**config.mk**
```make
export PLATFORM = sky130hd
export DESIGN_NAME = poci_reg_bank_flat
export DESIGN_NICKNAME = d
export VERILOG_FILES = /design/src/rtl/poci_pkg.sv /design/src/rtl/poci_reg_bank_if.sv /design/src/rtl/poci_serializer.sv /design/src/rtl/poci_reg_bank.sv /design/src/flat_wrapper.sv
export SDC_FILE = /design/constraint.sdc
export NUM_CORES = 1
export LEC_CHECK = 0
export BUFFER_PORTS_ARGS = -buffer_cell sky130_fd_sc_hd__buf_2
export CAP_MARGIN = 5
export CORE_UTILIZATION = 58
export CTS_BUF_LIST = sky130_fd_sc_hd__clkbuf_4 sky130_fd_sc_hd__clkbuf_8 sky130_fd_sc_hd__clkbuf_16
export DETAILED_ROUTE_END_ITERATION = 16
export PLACE_DENSITY = 0.86
export SKIP_LAST_GASP = 1
export SYNTH_ARGS = -nofsm -noshare
export SYNTH_HDL_FRONTEND = slang
export SYNTH_SLANG_ARGS = --single-unit
```
**constraint.sdc**
```tcl
create_clock -name sclk -period 3.6 [get_ports sclk]
set_input_delay 0.36 -clock sclk [delete_from_list [all_inputs] [get_ports sclk]]
set_output_delay 0.36 -clock sclk [all_outputs]
set_load 0.03 [all_outputs]
```
**src/rtl/poci_pkg.sv**
```systemverilog
// Shared types and constants for the POCI register bank.
// Parity helper is only referenced when POCI_PARITY_EN is defined.
package poci_pkg;

   typedef enum logic {
      IDLE  = 1'b0,
      SHIFT = 1'b1
   } poci_state_e;

   localparam logic [7:0] CHIP_ID_DEF = 8'hA5;
   localparam int         RSVD_ADDR   = 0;

   // Bit that makes the total count of ones (data + parity) odd.
   function automatic logic odd_parity(input logic [7:0] d);
      return ~(^d);
   endfunction

endpackage

```
**src/rtl/poci_reg_bank_if.sv**
```systemverilog
// Decoder-to-register-bank bus: write/read-load strobes plus the serial return path.
interface poci_reg_bank_if #(
   parameter int ADDR_W = 8,
   parameter int DATA_W = 8
);
   logic              wr_en;
   logic [ADDR_W-1:0] wr_addr;
   logic [DATA_W-1:0] wr_data;
   logic              rd_load;
   logic [ADDR_W-1:0] rd_addr;
   logic              poci;
   logic              busy;

   modport master (output wr_en, wr_addr, wr_data, rd_load, rd_addr, input poci, busy);
   modport slave  (input wr_en, wr_addr, wr_data, rd_load, rd_addr, output poci, busy);
endinterface

```
**src/rtl/poci_serializer.sv**
```systemverilog
// MSB-first frame serializer with back-to-back reload and sticky overrun flag.
// POCI_PARITY_EN appends an odd-parity bit after bit0.
module poci_serializer
   import poci_pkg::*;
#(
   parameter int DATA_W = 8
) (
   input  logic              sclk,
   input  logic              rstn,
   input  logic              load,
   input  logic [DATA_W-1:0] din,
   output logic              poci,
   output logic              busy,
   output logic              ovr_err
);
`ifdef POCI_PARITY_EN
   localparam int FRAME_W = DATA_W + 1;
`else
   localparam int FRAME_W = DATA_W;
`endif
   localparam int              CNT_W = $clog2(FRAME_W);
   localparam logic [CNT_W-1:0] LAST = CNT_W'(FRAME_W - 1);

   poci_state_e        state_q, state_d;
   logic [FRAME_W-1:0] shreg_q, shreg_d, frame;
   logic [CNT_W-1:0]   cnt_q, cnt_d;
   logic               poci_q, poci_d, busy_q, busy_d, ovr_q, ovr_d;
   logic               start;

`ifdef POCI_PARITY_EN
   assign frame = {din, odd_parity(din)};
`else
   assign frame = din;
`endif

   // A load is accepted when idle or exactly on the last bit of a frame.
   assign start = load && (state_q == IDLE || cnt_q == LAST);

   always_comb begin
      state_d = state_q;
      shreg_d = shreg_q;
      cnt_d   = cnt_q;
      poci_d  = poci_q;
      busy_d  = busy_q;
      ovr_d   = ovr_q;
      case (state_q)
         IDLE: ;
         SHIFT: begin
            if (cnt_q == LAST) begin
               state_d = IDLE;
               shreg_d = '0;
               cnt_d   = '0;
               poci_d  = 1'b0;
               busy_d  = 1'b0;
            end else begin
               shreg_d = {shreg_q[FRAME_W-2:0], 1'b0};
               poci_d  = shreg_q[FRAME_W-2];
               cnt_d   = cnt_q + 1'b1;
               if (load) ovr_d = 1'b1;
            end
         end
         default: state_d = IDLE;
      endcase
      if (start) begin
         state_d = SHIFT;
         shreg_d = frame;
         poci_d  = frame[FRAME_W-1];
         cnt_d   = '0;
         busy_d  = 1'b1;
      end
   end

   always_ff @(posedge sclk or negedge rstn) begin
      if (!rstn) begin
         state_q <= IDLE;
         shreg_q <= '0;
         cnt_q   <= '0;
         poci_q  <= 1'b0;
         busy_q  <= 1'b0;
         ovr_q   <= 1'b0;
      end else begin
         state_q <= state_d;
         shreg_q <= shreg_d;
         cnt_q   <= cnt_d;
         poci_q  <= poci_d;
         busy_q  <= busy_d;
         ovr_q   <= ovr_d;
      end
   end

   assign poci    = poci_q;
   assign busy    = busy_q;
   assign ovr_err = ovr_q;
endmodule

```
**src/rtl/poci_reg_bank.sv**
```systemverilog
// Configuration register bank with flat output bus and POCI readback serializer.
// Optional POCI_PARITY_EN (in poci_serializer) adds an odd-parity bit per frame.
module poci_reg_bank
   import poci_pkg::*;
#(
   parameter int              NUM_REGS = 16,
   parameter int              DATA_W   = 8,
   parameter int              ADDR_W   = 8,
   parameter logic [DATA_W-1:0] CHIP_ID = CHIP_ID_DEF
) (
   input  logic                       sclk,
   input  logic                       rstn,
   poci_reg_bank_if.slave             bus,
   output logic                       ovr_err,
   output logic                       addr_err,
   output logic [NUM_REGS*DATA_W-1:0] regs_flat
);
   localparam int                IDX_W  = $clog2(NUM_REGS);
   localparam logic [ADDR_W-1:0] NREG_A = ADDR_W'(NUM_REGS);
   localparam logic [ADDR_W-1:0] RSVD_A = ADDR_W'(RSVD_ADDR);

   logic [DATA_W-1:0] regs_q [NUM_REGS];
   logic [DATA_W-1:0] regs_d [NUM_REGS];
   logic              addr_err_q, addr_err_d;
   logic              wr_oob, rd_oob, rd_reg;
   logic [DATA_W-1:0] rd_src;

   assign wr_oob = bus.wr_addr >= NREG_A;
   assign rd_oob = bus.rd_addr >= NREG_A;
   assign rd_reg = !rd_oob && bus.rd_addr != RSVD_A;

   always_comb begin
      regs_d[0] = '0;
      for (int i = 1; i < NUM_REGS; i++) begin
         regs_d[i] = regs_q[i];
         if (bus.wr_en && bus.wr_addr == ADDR_W'(i)) regs_d[i] = bus.wr_data;
      end
   end

   // Same-edge write to the register being loaded wins over the stale value.
   always_comb begin
      rd_src = '0;
      if (bus.rd_addr == RSVD_A)
         rd_src = CHIP_ID;
      else if (rd_reg && bus.wr_en && bus.wr_addr == bus.rd_addr)
         rd_src = bus.wr_data;
      else if (rd_reg)
         rd_src = regs_q[bus.rd_addr[IDX_W-1:0]];
   end

   assign addr_err_d = addr_err_q | (bus.wr_en & wr_oob) | (bus.rd_load & rd_oob);

   always_ff @(posedge sclk or negedge rstn) begin
      if (!rstn) begin
         for (int i = 0; i < NUM_REGS; i++) regs_q[i] <= '0;
         addr_err_q <= 1'b0;
      end else begin
         for (int i = 0; i < NUM_REGS; i++) regs_q[i] <= regs_d[i];
         addr_err_q <= addr_err_d;
      end
   end

   generate
      for (genvar gi = 0; gi < NUM_REGS; gi++) begin : g_flat
         assign regs_flat[gi*DATA_W +: DATA_W] = regs_q[gi];
      end
   endgenerate

   poci_serializer #(.DATA_W(DATA_W)) u_ser (
      .sclk    (sclk),
      .rstn    (rstn),
      .load    (bus.rd_load),
      .din     (rd_src),
      .poci    (bus.poci),
      .busy    (bus.busy),
      .ovr_err (ovr_err)
   );

   assign addr_err = addr_err_q;
endmodule

```
**src/flat_wrapper.sv**
```systemverilog
// flat-port wrapper written by rule: the top's interface ports become plain ports
module poci_reg_bank_flat import poci_pkg::*;
#(
   parameter int              NUM_REGS = 16,
   parameter int              DATA_W   = 8,
   parameter int              ADDR_W   = 8,
   parameter logic [DATA_W-1:0] CHIP_ID = CHIP_ID_DEF
)
  (sclk, rstn, ovr_err, addr_err, regs_flat, bus_wr_en, bus_wr_addr, bus_wr_data, bus_rd_load, bus_rd_addr, bus_poci, bus_busy);
  poci_reg_bank_if #(.ADDR_W(ADDR_W), .DATA_W(DATA_W)) bus_i ();
  input  logic sclk;
  input  logic rstn;
  output logic ovr_err;
  output logic addr_err;
  output logic [NUM_REGS*DATA_W-1:0] regs_flat;
  input wire logic [$bits(bus_i.wr_en)-1:0] bus_wr_en;
  input wire logic [$bits(bus_i.wr_addr)-1:0] bus_wr_addr;
  input wire logic [$bits(bus_i.wr_data)-1:0] bus_wr_data;
  input wire logic [$bits(bus_i.rd_load)-1:0] bus_rd_load;
  input wire logic [$bits(bus_i.rd_addr)-1:0] bus_rd_addr;
  output wire logic [$bits(bus_i.poci)-1:0] bus_poci;
  output wire logic [$bits(bus_i.busy)-1:0] bus_busy;
  assign bus_i.wr_en = bus_wr_en;
  assign bus_i.wr_addr = bus_wr_addr;
  assign bus_i.wr_data = bus_wr_data;
  assign bus_i.rd_load = bus_rd_load;
  assign bus_i.rd_addr = bus_rd_addr;
  assign bus_poci = bus_i.poci;
  assign bus_busy = bus_i.busy;
  poci_reg_bank #(.NUM_REGS(NUM_REGS), .DATA_W(DATA_W), .ADDR_W(ADDR_W), .CHIP_ID(CHIP_ID)) u_core (.sclk(sclk), .rstn(rstn), .bus(bus_i), .ovr_err(ovr_err), .addr_err(addr_err), .regs_flat(regs_flat));
endmodule
```
==> impl_metrics.py <==
metrics = {
    "finish": {
        "layout.cell_area.non_filler_um2": 8026,
        "most_frequent_cells_in_the_layout": "sky130_fd_sc_hd__buf_2 (150), sky130_fd_sc_hd__dfrtp_1 (135), sky130_fd_sc_hd__mux2_2 (128)",
        "finish.cell_count_without_fillers": 774,
        "nets": 651,
        "n_fill_cell": 700,
        "insertedDiodeCount": 0,
        "post_route_cells_drive_above_1_share_pct": 56.31,
        "final_common_cell": "sky130_fd_sc_hd__buf_2",
        "area_delta_synth_final_pct": 21.96,
    },
    "synth": {
        "synth_edf_count": 0,
        "ys_ff_latch": 135,
        "synthDominantCellAreaShare_pct": 51.33,
        "combinational_family_with_the_most_area_after_synthesis": "multiplexers",
        "synth.cell_area_um2": 6581,
        "synthTopCellsByArea": "sky130_fd_sc_hd__dfrtp_1 (51%), sky130_fd_sc_hd__mux2_2 (22%), sky130_fd_sc_hd__mux4_2 (8.2%)",
        "synth_compound_area_share_pct": 5.019,
        "synth-warning-count": 0,
        "synth_flop_cell": "sky130_fd_sc_hd__dfrtp_1",
        "synthMuxAreaShare_pct": 31.18,
        "synth-adder-area-share_pct": 0.3802,
        "xor_xnor_share_of_the_synthesized_area_pct": 1.065,
        "synth_cell_type_count": 50,
        "synth_area_leader_cell": "sky130_fd_sc_hd__dfrtp_1",
        "syn_avg_cell_area_um2": 13.83,
        "post_synth_and_or_nand_nor_area_fraction_pct": 8.099,
        "async_flop_share_pct": 100.0,
        "synth_seq_area_share_pct": 51.33,
        "postSynthCellCount": 476,
    },
    "setup_path": {
        "critical_path_arrival_ns": 2.56,
        "crit_path_cell_chain": "buf_2 > nor4_1 > nand2b_1 > nor4_2 > nor4b_1 > a211oi_1",
        "critical_path_cell_count": 6,
        "critPathSlowestCell": "sky130_fd_sc_hd__nor4_2",
        "critPathCaptureType": "flop",
        "timing.setup.critical_path_class": "input port to flop",
        "critical-path-max-stage-delay_ns": 0.64,
        "regToRegSetupSlack_ns": 1.60,
        "reg2reg_to": "u_core.u_ser.shreg_q[3]$_DFFE_PN0P_",
        "timing.rr.start": "u_core.u_ser.cnt_q[0]$_DFFE_PN0P_",
        "setup.worst_path.start_class": "input port",
        "timing.critical_path.buf_inv": 1,
        "crit_required_ns": 3.88,
        "cp_max_fo": 31,
        "crit_family": "simple AND/OR/NAND/NOR gates",
        "worstRegToRegCells": 7,
    },
    "routing": {
        "drtPass1Iterations": 5,
        "postRouteAntennaNets": 0,
        "post-route-drc-count": 0,
        "via_per_inst": 6.348,
        "dr_total_vias": 4913,
        "totalWireLength_um": 17750,
        "wl_per_cell_um": 22.93,
        "drt_iter0_drc": 386,
    },
    "timing": {
        "setup_repair_after_global_routing_missed_its_margin": "false",
        "setup-violations-final": 0,
        "tightest_slew_ns": 0.8873,
        "max_freq_mhz": 438.5,
        "fin_crit_ns": 2.281,
        "slew_violations": 0,
        "clock-skew-final_ns": 0.006576,
        "fin_crit_sh_pct": 63.35,
        "max-slew-margin-rel_pct": 40.52,
        "fin_setup_tns_ns": 0,
        "final_hold_viol_count": 0,
    },
    "global_route": {
        "grt_pass1_vias": 5132,
        "grt_start_max_net_pins": 73,
        "gr-total-overflow": 0,
        "grt_first_pass_wirelength_um": 27750,
        "antenna_found_initial": 0,
        "global_route.usage.total_pct": 32.37,
    },
    "cts": {
        "clock_latency_ns": 0.42,
        "post_cts_buffers": 0,
        "clk_root_buffer_cell": "sky130_fd_sc_hd__clkbuf_16",
        "cts_inserted_buffers": 17,
        "path_clk_slew_ns": 0.06,
        "cts.hold.buffers_added": 0,
        "htreeDepth": 4,
        "ctsResizeCount": 0,
        "clock_sink_count": 135,
        "cts_tree": "yes",
        "cts_buffer_depth": 2,
    },
    "power": {
        "total_power_mw": 4.267,
        "power.density_nw_per_um2": 531.6,
        "ir_worst_vdd_uv": 276.3,
        "static-leakage-power_nw": 4.104,
    },
    "place": {
        "placed_cells_incl_taps": 742,
        "detailed_place.area_um2": 7391,
        "place.gp.congestion": 0.8779,
        "io_buffers": 151,
        "dp.final_hpwl_um": 11880,
    },
    "outcome": {
        "result_of_the_run": "completed",
    },
    "floorplan": {
        "coreArea_um2": 10940,
        "die_area_um2": 11780,
        "floorplan.initialDensity_pct": 60.18,
        "ios": 160,
        "die_h_um": 108.5,
        "chipWidth_um": 108.5,
        "num_rows": 38,
    },
    "job": {
        "drv.max_cap_violation_count": 0,
    },
    "worst_hold_path": {
        "class_of_the_worst_hold_path": "input port to asynchronous set/reset pin",
    },
}
[cell usage after synthesis, drive strengths merged (2+ instances only)]
cell type,n
a211oi,2
a21o,2
a21oi,7
a221o,2
a221oi,2
a22o,3
a22oi,5
a311oi,2
a32o,2
buf,21
clkbuf,14
dfrtp,135
ha,2
mux2,128
mux2i,7
mux4,24
nand2,20
nand2b,8
nand3,4
nand4,3
nand4b,2
nor2,20
nor2b,4
nor3,5
nor4,8
nor4b,2
o21ai,14
or4,6
xnor2,8
[cell families (layout without fill, tap and decap cells)]
kind of cell             Yosys count  count (layout)
AO/OA/AOI/OAI                     48              48
XOR/XNOR                           8               8
adder cells (fa/ha/maj)            2               2
buffers and inverters             36             187
flip-flops                       135             135
multiplexers                     159             159
other                              1               8
AND/OR/NAND/NOR                   87              87
[how the worst max path moves through the flow]
stage	start	to	slack (ns)
CTS	bus_rd_addr[0]	u_core.u_ser.shreg_q[6]$_DFFE_PN0P_	1.41
floorplan	bus_rd_addr[0]	u_core.u_ser.shreg_q[4]$_DFFE_PN0P_	1.63
finish	bus_rd_addr[2]	u_core.u_ser.poci$_DFFE_PN0P_	1.32
global placement	bus_rd_addr[2]	u_core.u_ser.poci$_DFFE_PN0P_	1.04
global route	bus_rd_addr[0]	u_core.u_ser.shreg_q[3]$_DFFE_PN0P_	1.23
detailed placement	bus_rd_addr[2]	u_core.u_ser.poci$_DFFE_PN0P_	0.99
[layout make-up]
type / count / area, µm² / share of cell area (%)
timing repair buffer: 154 / 793.3 / 9.883
sequential: 135 / 3378 / 42.09
clock inverter: 12 / 175.2 / 2.182
multi-input combinational: 312 / 3040 / 37.88
clock buffer: 20 / 460.4 / 5.737
inverter: 1 / 3.754 / 0.04677
tap: 140 / 175.2 / 2.182
[per-layer routing]
metal  routed length (µm)  global-route usage (%)  part of all wire [%]  up-vias
met4                  553                   14.77                   3.1        0
met3                 1591                   9.162                   9.0       54
met5                    0                       0                     0        -
met2                 8893                   52.62                    50      286
li1                     -                       -                     -     2066
met1                 6707                   40.21                    38     2507
[worst reg2reg max path, stage by stage, from the launching register on]
cell                       delay, ns
sky130_fd_sc_hd__dfrtp_1        0.40
sky130_fd_sc_hd__ha_1           0.20
sky130_fd_sc_hd__ha_1           0.26
sky130_fd_sc_hd__nor2b_1        0.46
sky130_fd_sc_hd__nand2_1        0.20
sky130_fd_sc_hd__nand2_1        0.11
sky130_fd_sc_hd__nor4_1         0.05
sky130_fd_sc_hd__a311oi_1       0.23
[per-stage QoR]
stage / worst slack (ns) / util (%) / hold slack, ns
floorplan: 1.631 / - / 0.06441
global placement: 1.044 / 67.59 / 0.4494
detailed placement: 0.9915 / 67.59 / 0.4513
CTS: 1.411 / 73.40 / 0.05429
global route: 1.233 / 73.40 / 0.09626
finish: 1.320 / 73.40 / 0.03113
[registers in the layout, summed over array words and instances, names as in the netlist]
signal and cells:
u_core.u_ser.shreg_q 7, u_core.regs_flat 120, u_core.addr_err 1, u_core.u_ser.cnt_q 3, u_core.u_ser.busy 1, u_core.u_ser.ovr_err 1
u_core.u_ser.state_q 1, u_core.u_ser.poci 1
[where the power goes]
group | total (mW) | internal [mW] | switching [mW] | leakage (nW)
Sequential | 1.72 | 1.63 | 0.0909 | 1.84
Clock | 1.85 | 1.20 | 0.655 | 0.294
Combinational | 0.694 | 0.250 | 0.443 | 1.97
Total | 4.27 | 3.08 | 1.19 | 4.10
No activity file was read; power rests on OpenSTA's default activity.
